==> src/rtl/imem_loader.sv <==
// imem_loader: boot loader that turns a length-prefixed UART byte stream into instruction-memory word writes.
// Define IMEM_LOADER_CHECKSUM_EN to require a trailing mod-256 checksum byte before completion.
module imem_loader #(
   parameter int ADDR_WIDTH = 10,
   parameter int DEPTH      = 1024
) (
   input  logic                  clk,
   input  logic                  rst,
   input  logic                  load_start,
   input  logic                  rx_valid,
   input  logic [7:0]            rx_data,
   output logic                  rx_ready,
   output logic                  mem_en,
   output logic                  mem_write_en,
   output logic [31:0]           mem_addr,
   output logic [31:0]           mem_write_data,
   output logic                  cpu_hold,
   output logic                  load_done,
   output logic                  load_error,
   output logic [ADDR_WIDTH:0]   words_loaded
);

   typedef enum logic [2:0] {
      S_IDLE   = 3'd0,
      S_LEN_LO = 3'd1,
      S_LEN_HI = 3'd2,
      S_DATA   = 3'd3,
`ifdef IMEM_LOADER_CHECKSUM_EN
      S_CSUM   = 3'd4,
`endif
      S_ERR    = 3'd5
   } state_t;

   state_t                state_q, state_d;
   logic [7:0]            len_lo_q, len_lo_d;
   logic [15:0]           len_q, len_d;
   logic [1:0]            byte_idx_q, byte_idx_d;
   logic [23:0]           word_q, word_d;
   logic [ADDR_WIDTH:0]   words_q, words_d;
   logic                  mem_en_q, mem_en_d;
   logic [ADDR_WIDTH-1:0] mem_addr_q, mem_addr_d;
   logic [31:0]           mem_data_q, mem_data_d;
   logic                  done_q, done_d;
   logic                  err_q, err_d;
   logic [15:0]           len_rx;
   logic                  data_acc;

   assign len_rx = {rx_data, len_lo_q};

`ifdef IMEM_LOADER_CHECKSUM_EN
   logic [7:0] sum_q, sum_d;
   logic [7:0] csum_chk;
   logic       last_word;

   assign csum_chk  = sum_q + rx_data;
   assign last_word = (32'(words_q) + 32'd1) == 32'(len_q);
   assign data_acc  = (state_q == S_DATA) && rx_valid;
`else
   logic all_written;

   // Once the final word is written, the exit cycle ignores any further bytes.
   assign all_written = 32'(words_q) == 32'(len_q);
   assign data_acc    = (state_q == S_DATA) && rx_valid && !all_written;
`endif

   always_comb begin
      state_d    = state_q;
      len_lo_d   = len_lo_q;
      len_d      = len_q;
      byte_idx_d = byte_idx_q;
      word_d     = word_q;
      words_d    = words_q;
      mem_en_d   = 1'b0;
      mem_addr_d = mem_addr_q;
      mem_data_d = mem_data_q;
      done_d     = 1'b0;
      err_d      = err_q;
`ifdef IMEM_LOADER_CHECKSUM_EN
      sum_d      = sum_q;
`endif

      case (state_q)
         S_IDLE: begin
         end
         S_LEN_LO: begin
            if (rx_valid) begin
               len_lo_d = rx_data;
               state_d  = S_LEN_HI;
            end
         end
         S_LEN_HI: begin
            if (rx_valid) begin
               len_d = len_rx;
               if ({16'd0, len_rx} > DEPTH) begin
                  state_d = S_ERR;
                  err_d   = 1'b1;
               end else if (len_rx == 16'd0) begin
`ifdef IMEM_LOADER_CHECKSUM_EN
                  state_d = S_CSUM;
`else
                  state_d = S_IDLE;
                  done_d  = 1'b1;
`endif
               end else begin
                  state_d = S_DATA;
               end
            end
         end
         S_DATA: begin
`ifdef IMEM_LOADER_CHECKSUM_EN
            if (data_acc && (byte_idx_q == 2'd3) && last_word) begin
               state_d = S_CSUM;
            end
`else
            if (all_written) begin
               state_d = S_IDLE;
               done_d  = 1'b1;
            end
`endif
         end
`ifdef IMEM_LOADER_CHECKSUM_EN
         S_CSUM: begin
            if (rx_valid) begin
               if (csum_chk == 8'd0) begin
                  state_d = S_IDLE;
                  done_d  = 1'b1;
               end else begin
                  state_d = S_ERR;
                  err_d   = 1'b1;
               end
            end
         end
`endif
         S_ERR: begin
         end
         default: state_d = S_IDLE;
      endcase

      // Bytes 0..2 shift in from the top so the fourth byte completes {b3,b2,b1,b0}.
      if (data_acc) begin
`ifdef IMEM_LOADER_CHECKSUM_EN
         sum_d = csum_chk;
`endif
         if (byte_idx_q == 2'd3) begin
            mem_en_d   = 1'b1;
            mem_addr_d = words_q[ADDR_WIDTH-1:0];
            mem_data_d = {rx_data, word_q};
            words_d    = words_q + 1'b1;
            byte_idx_d = 2'd0;
         end else begin
            word_d     = {rx_data, word_q[23:8]};
            byte_idx_d = byte_idx_q + 2'd1;
         end
      end

      // Restart overrides everything, including a byte accepted this same cycle.
      if (load_start) begin
         state_d    = S_LEN_LO;
         err_d      = 1'b0;
         words_d    = '0;
         byte_idx_d = 2'd0;
         word_d     = 24'd0;
         mem_en_d   = 1'b0;
         done_d     = 1'b0;
`ifdef IMEM_LOADER_CHECKSUM_EN
         sum_d      = 8'd0;
`endif
      end
   end

   always_ff @(posedge clk) begin
      if (rst) begin
         state_q    <= S_IDLE;
         len_lo_q   <= 8'd0;
         len_q      <= 16'd0;
         byte_idx_q <= 2'd0;
         word_q     <= 24'd0;
         words_q    <= '0;
         mem_en_q   <= 1'b0;
         mem_addr_q <= '0;
         mem_data_q <= 32'd0;
         done_q     <= 1'b0;
         err_q      <= 1'b0;
`ifdef IMEM_LOADER_CHECKSUM_EN
         sum_q      <= 8'd0;
`endif
      end else begin
         state_q    <= state_d;
         len_lo_q   <= len_lo_d;
         len_q      <= len_d;
         byte_idx_q <= byte_idx_d;
         word_q     <= word_d;
         words_q    <= words_d;
         mem_en_q   <= mem_en_d;
         mem_addr_q <= mem_addr_d;
         mem_data_q <= mem_data_d;
         done_q     <= done_d;
         err_q      <= err_d;
`ifdef IMEM_LOADER_CHECKSUM_EN
         sum_q      <= sum_d;
`endif
      end
   end

   assign rx_ready       = (state_q != S_IDLE) && (state_q != S_ERR);
   assign cpu_hold       = (state_q != S_IDLE);
   assign mem_en         = mem_en_q;
   assign mem_write_en   = mem_en_q;
   assign mem_addr       = {{(32-ADDR_WIDTH){1'b0}}, mem_addr_q};
   assign mem_write_data = mem_data_q;
   assign load_done      = done_q;
   assign load_error     = err_q;
   assign words_loaded   = words_q;

endmodule

==> config.mk <==
export PLATFORM = sky130hd
export DESIGN_NAME = imem_loader
export DESIGN_NICKNAME = d
export VERILOG_FILES = /design/src/rtl/imem_loader.sv
export SDC_FILE = /design/constraint.sdc
export NUM_CORES = 1
export LEC_CHECK = 0
export CAP_MARGIN = 20
export CORE_UTILIZATION = 42
export CTS_BUF_LIST = sky130_fd_sc_hd__clkbuf_2 sky130_fd_sc_hd__clkbuf_4 sky130_fd_sc_hd__clkbuf_8
export DETAILED_ROUTE_END_ITERATION = 10
export GPL_ROUTABILITY_DRIVEN = 1
export PLACE_DENSITY = 0.68
export REMOVE_ABC_BUFFERS = 1
export SLEW_MARGIN = 20
export SYNTH_ARGS = -nofsm -noshare
export SYNTH_HDL_FRONTEND = slang
export SYNTH_SLANG_ARGS = --single-unit
==> constraint.sdc <==
create_clock -name clk -period 3.49 [get_ports clk]
set_input_delay 0.8725 -clock clk [delete_from_list [all_inputs] [get_ports clk]]
set_output_delay 0.8725 -clock clk [all_outputs]
set_load 0.05 [all_outputs]
==> flow_summary.toml, run 1 <==
[run_status]
status = "completed"

[cts]
ctsHoldBuffers = 0
root_buffer = "clkbuf_8"
clk_latency_ns = 0.38
clk_path_buf_depth = 2
cts_made_buffers = 9
post_cts_buffers = 0
path_clk_slew_ns = 0.10
ctsResizeCount = 0
numClockSinks = 109
cts_tree = "done"
htreeDepth = 3

[synth]
ys_seq_area_frac = 0.470
ys_ff_latch = 109
syn_area_um2 = 4640
synth_most_common_cell = "dfxtp_1"
syn_inst = 554
syn_area_per_cell_um2 = 8.37
synth-edff-count = 0
synthFlopType = "dfxtp_1"
synth_top_area_share = 0.470
async_flop_share = 0
synth_commonest_cells = "dfxtp_1 (109), nand2_1 (91), a21oi_1 (80)"
yosysTopAreaCell = "dfxtp_1"
synth.top_cells.by_area = "dfxtp_1 (47%), a21oi_1 (8.6%), nand2_1 (7.4%), mux2i_1 (5.2%), o21ai_0 (5.2%)"
synth_cell_types = 44
synth_warnings = 0

[setup_path]
r2r_start = "len_q[11]"
cp_cell_sequence = "xnor2_1 -> nand2b_1 -> clkdlybuf4s50_1"
cp.depth = 3
slowest_delay_ns = 0.80
critPathLaunch = "state_q[2]"
crit_end = "rx_ready"
crit_required_ns = 2.62
rr_worst_depth = 6
r2r-end = "mem_addr_q[7]"
crit_fanout = 9
critical_path_buf_inv_count = 1
criticalPathCategory = "flop to primary output"
endpoint_kind = "primary output"
cp_top_family = "buffers and inverters"
crit_slowest_cell = "clkdlybuf4s50_1"
ff2ff_setup_slack_ns = 0.78
crit_arrival_ns = 1.87
worstSetupStartpointType = "flop"

[placement]
dpl.hpwl_mm = 7.49
numPortBuffers = 70
place.gp.congestion = 0.821
place_ws_ns = 0.700
placed_cell_area_um2 = 5300

[floorplan]
core_um2 = 10800
die_width_um = 107
fp-row-count = 38
die_area_um2 = 11500
die_h_um = 107
initial_utilization = 0.430
ioPinCount = 93

[timing]
fin_tns_setup_ns = 0
max_freq_mhz = 364
setup_viol = 0
min_period_ns = 2.74
worstMarginPinSlew_ns = 0.719
period_share = 0.786
finClkSkew_ns = 0.0119
slew_violations = 0
slew_headroom = 0.520
final_hold_viol_count = 0
rsz0062_at_grt = "false"
setup_slack_ns = 0.745

[route]
first_iter_violations = 206
postRouteAntennaNets = 0
via_per_inst = 5.40
routed_wl_mm = 11.3
num_vias = 4025
first_pass_iters = 5
drcViolationCount = 0
wire_per_inst_um = 15.1

[grt]
grt_overflow = 0
grt_max_degree = 39
grt_usage = 0.201
grt_pass1_vias = 3745
grt_antenna_before_repair = 0
grt_pass1_wl_mm = 18.3

[final_layout]
finish.utilization = 0.508
area_delta_synth_final_pct = 18.2
n_antenna_cell = 0
final_nets = 614
layout-drive-gt1-share = 0.0595
final_cell_area_um2 = 5480

[power]
powerDensity_nw_per_um2 = 393
power_mw = 2.16
peakVddDrop_mv = 0.193
cellLeakagePower_nw = 1.92

[min_path]
hp-class = "flop to flop"

[flow_run]
cap_violations = 0
## metrics by stage
step / hold slack [ns] / cells
after floorplan: 0.425 / 509
after global placement: 0.442 / 729
after detailed placement: 0.451 / 729
after CTS: 0.467 / 745
after global routing: 0.490 / 745
final: 0.465 / 745
## sequential cells by signal, indices dropped and copies added (netlist names)
signal / flops
byte_idx_q: 2
len_lo_q: 8
len_q: 16
load_done: 1
load_error: 1
mem_addr_q: 10
mem_en: 1
mem_write_data: 32
state_q: 3
word_q: 24
words_loaded: 11
## per-layer routing
| layer | track usage | wire length, µm |
|---|---|---|
| met1 | 0.261 | 5230 |
| met2 | 0.329 | 5290 |
| met3 | 0.0334 | 473 |
| met4 | 0.0871 | 264 |
| met5 | 0 | 0 |
## layout make-up
type	instances	area (µm²)
Clock buffer	9	124
Clock inverter	7	60.1
Fill cell	1026	5310
Inverter	2	7.51
Multi-Input combinational cell	398	2150
Sequential cell	109	2180
Tap cell	140	175
Timing Repair Buffer	80	783
## power breakdown
| part | total, mW | internal (mW) | switching, mW |
|---|---|---|---|
| Sequential | 1.25 | 1.25 | 0.00596 |
| Clock | 0.731 | 0.270 | 0.461 |
| Combinational | 0.172 | 0.0326 | 0.139 |
## worst min-delay path by stage
stage               cells after the start                 end  startpoint
CTS                                     2           len_q[14]   len_q[14]
detailed placement                      2           len_q[14]   len_q[14]
global placement                        2           len_q[12]   len_q[12]
global route                            2  mem_write_data[11]  word_q[11]
finish                                  2           len_q[14]   len_q[14]
floorplan                               2           len_q[14]   len_q[14]
## cell usage in the layout, fill, tap and decap left out, drive strengths merged, types with 3 or more instances in the layout
master / Yosys / routed
xor2: 11 / 11
conb: 1 / 22
mux2i: 24 / 24
nor4: 7 / 7
o21ai: 48 / 48
nor3: 5 / 5
o31ai: 7 / 7
a21oi: 80 / 80
inv: 2 / 4
clkinvlp: 0 / 3
or3: 6 / 6
nand4: 5 / 5
nand2: 92 / 92
dfxtp: 109 / 109
or4: 5 / 5
clkbuf: 28 / 9
and2: 4 / 4
nand3: 47 / 47
clkdlybuf4s50: 0 / 69
nor2: 10 / 10
buf: 38 / 11
## logic make-up after synthesis
logic type / after synthesis / synth area share
adder cells (fa/ha/maj): 2 / 0.00539
multiplexers: 24 / 0.0518
flip-flops: 109 / 0.470
other: 1 / 0.000809
AND/OR/NAND/NOR: 195 / 0.202
buffers and inverters: 68 / 0.0842
XOR/XNOR: 12 / 0.0227
AO/OA/AOI/OAI: 143 / 0.162
## tightest hold or removal path, stage by stage (launching register included)
cell	delay (ns)
dfxtp_1	0.32
nand2_1	0.05
a21oi_1	0.06
No activity file was read; power rests on OpenSTA's default activity.
==> inputs of run 2 (changes only) <==
clock period = 2.7 ns   (was 3.49 ns; I/O delays follow)
==> flow_summary.toml, run 2 (synthesis results as in run 1) <==
[run_status]
status = "completed"

[placement]
placed_cell_area_um2 = 5340
numPortBuffers = 70
place.gp.congestion = 0.796
dp_cells = 735
dpl.hpwl_mm = 7.41

[cts]
clk_path_buf_depth = 2
numClockSinks = 109
clk_latency_ns = 0.37
post_cts_buffers = 0
cts_tree = "done"
htreeDepth = 3
path_clk_slew_ns = 0.10
ctsResizeCount = 0
cts_made_buffers = 9
root_buffer = "clkbuf_8"
ctsHoldBuffers = 0

[timing]
slew_headroom = 0.639
final_hold_viol_count = 0
period_share = 0.934
finClkSkew_ns = 0.00998
max_freq_mhz = 397
fin_tns_setup_ns = 0
setup_viol = 0
slew_violations = 0
worstMarginPinSlew_ns = 0.540
min_period_ns = 2.52
holdWs_ns = 0.464
rsz0062_at_grt = "false"

[floorplan]
fp-row-count = 38
ioPinCount = 93
core_um2 = 10800
die_area_um2 = 11500
initial_utilization = 0.430
die_h_um = 107
die_width_um = 107

[final_layout]
fin_cells = 751
register_area_um2 = 2180
n_antenna_cell = 0
final_nets = 620
layout_common_cells = "dfxtp_1 (109), nand2_1 (91), a21oi_1 (80), clkdlybuf4s50_1 (69), o21ai_0 (48)"
area_delta_synth_final_pct = 19.2
layout_commonest_cell = "dfxtp_1"
final_cell_area_um2 = 5530
largest_register_ffs = 32
multi_input_area_um2 = 2150
layout-drive-gt1-share = 0.0687
fill_cells = 1007

[setup_path]
crit_slowest_cell = "clkdlybuf4s50_1"
crit_fanout = 9
criticalPathCategory = "flop to primary output"
cp_cell_sequence = "or3_1 -> clkdlybuf4s50_1"
slowest_delay_ns = 0.70
crit_required_ns = 2.03
crit_arrival_ns = 1.85
endpoint_kind = "primary output"
worstSetupStartpointType = "flop"

[power]
p_comb_frac = 0.081
powerDensity_nw_per_um2 = 504
power_frac_clock = 0.336
cellLeakagePower_nw = 1.95
p_sw_frac = 0.277
p_int_mw = 2.01
p_sw_mw = 0.772
peakVddDrop_mv = 0.272
seq_power_share = 0.583

[min_path]
hp-class = "flop to flop"

[grt]
grt_pass1_wl_mm = 17.8
grt_pass1_vias = 3684
grt_antenna_before_repair = 0
grt_overflow = 0
grt_usage = 0.196
grt_max_degree = 52

[route]
first_pass_iters = 5
num_vias = 4072
via_per_inst = 5.42
first_iter_violations = 305
routed_wl_mm = 11.0
postRouteAntennaNets = 0
wire_per_inst_um = 14.6
drcViolationCount = 0

[flow_run]
cap_violations = 0
run 2: cell types whose count changed in the layout (fill, tap and decap cells not counted):
cell   before  now
buf_4       9   15
run 2: critical path, delay by kind of cell (launching register included):
| kind | cells | cell delay (ns) |
|---|---|---|
| buffers and inverters | 1 | 0.70 |
| flip-flops | 1 | 0.39 |
| AND/OR/NAND/NOR | 1 | 0.38 |
run 2: area by class of cell:
class,count,area share
repair buffers,86,0.150
clock buffers,9,0.0224
clock inverters,7,0.0109
inverters,2,0.00136
flip-flops and latches,109,0.395
well taps,140,0.0317
multi-input cells,398,0.389
run 2: power by group through the flow:
stage / registers [mW] / clock network (mW) / logic [mW]
2_1_floorplan: 1.66 / 0 / 0.136
3_3_place_gp: 1.66 / 0 / 0.221
3_5_place_dp: 1.66 / 0 / 0.223
4_1_cts: 1.62 / 0.955 / 0.224
5_1_grt: 1.62 / 1.03 / 0.241
6_report: 1.62 / 0.935 / 0.226
run 2: final timing paths:
path / cells past startpoint / endpoint / slack [ns] / start
max: 2 / cpu_hold / 0.18 / state_q[1]
max reg2reg: 6 / mem_addr_q[9] / 0.33 / len_q[11]
min: 2 / len_q[14] / 0.46 / len_q[14]
min reg2reg: 2 / len_q[14] / 0.46 / len_q[14]
run 2: per-stage QoR:
step,util,power (mW),setup WS [ns]
5_1_grt,0.512,2.89,0.0944
3_3_place_gp,0.495,1.88,0.295
2_1_floorplan,-,1.79,-0.631
4_1_cts,0.512,2.80,0.162
3_5_place_dp,0.495,1.88,0.240
6_report,0.512,2.78,0.179
run 2: layer usage:
metal  GRT usage  vias up  wire (µm)
met2       0.331      125       5280
met4      0.0528        0        108
met1       0.252     1953       4950
met5           0        -          0
met3      0.0407       11        648
li1            -     1983          -
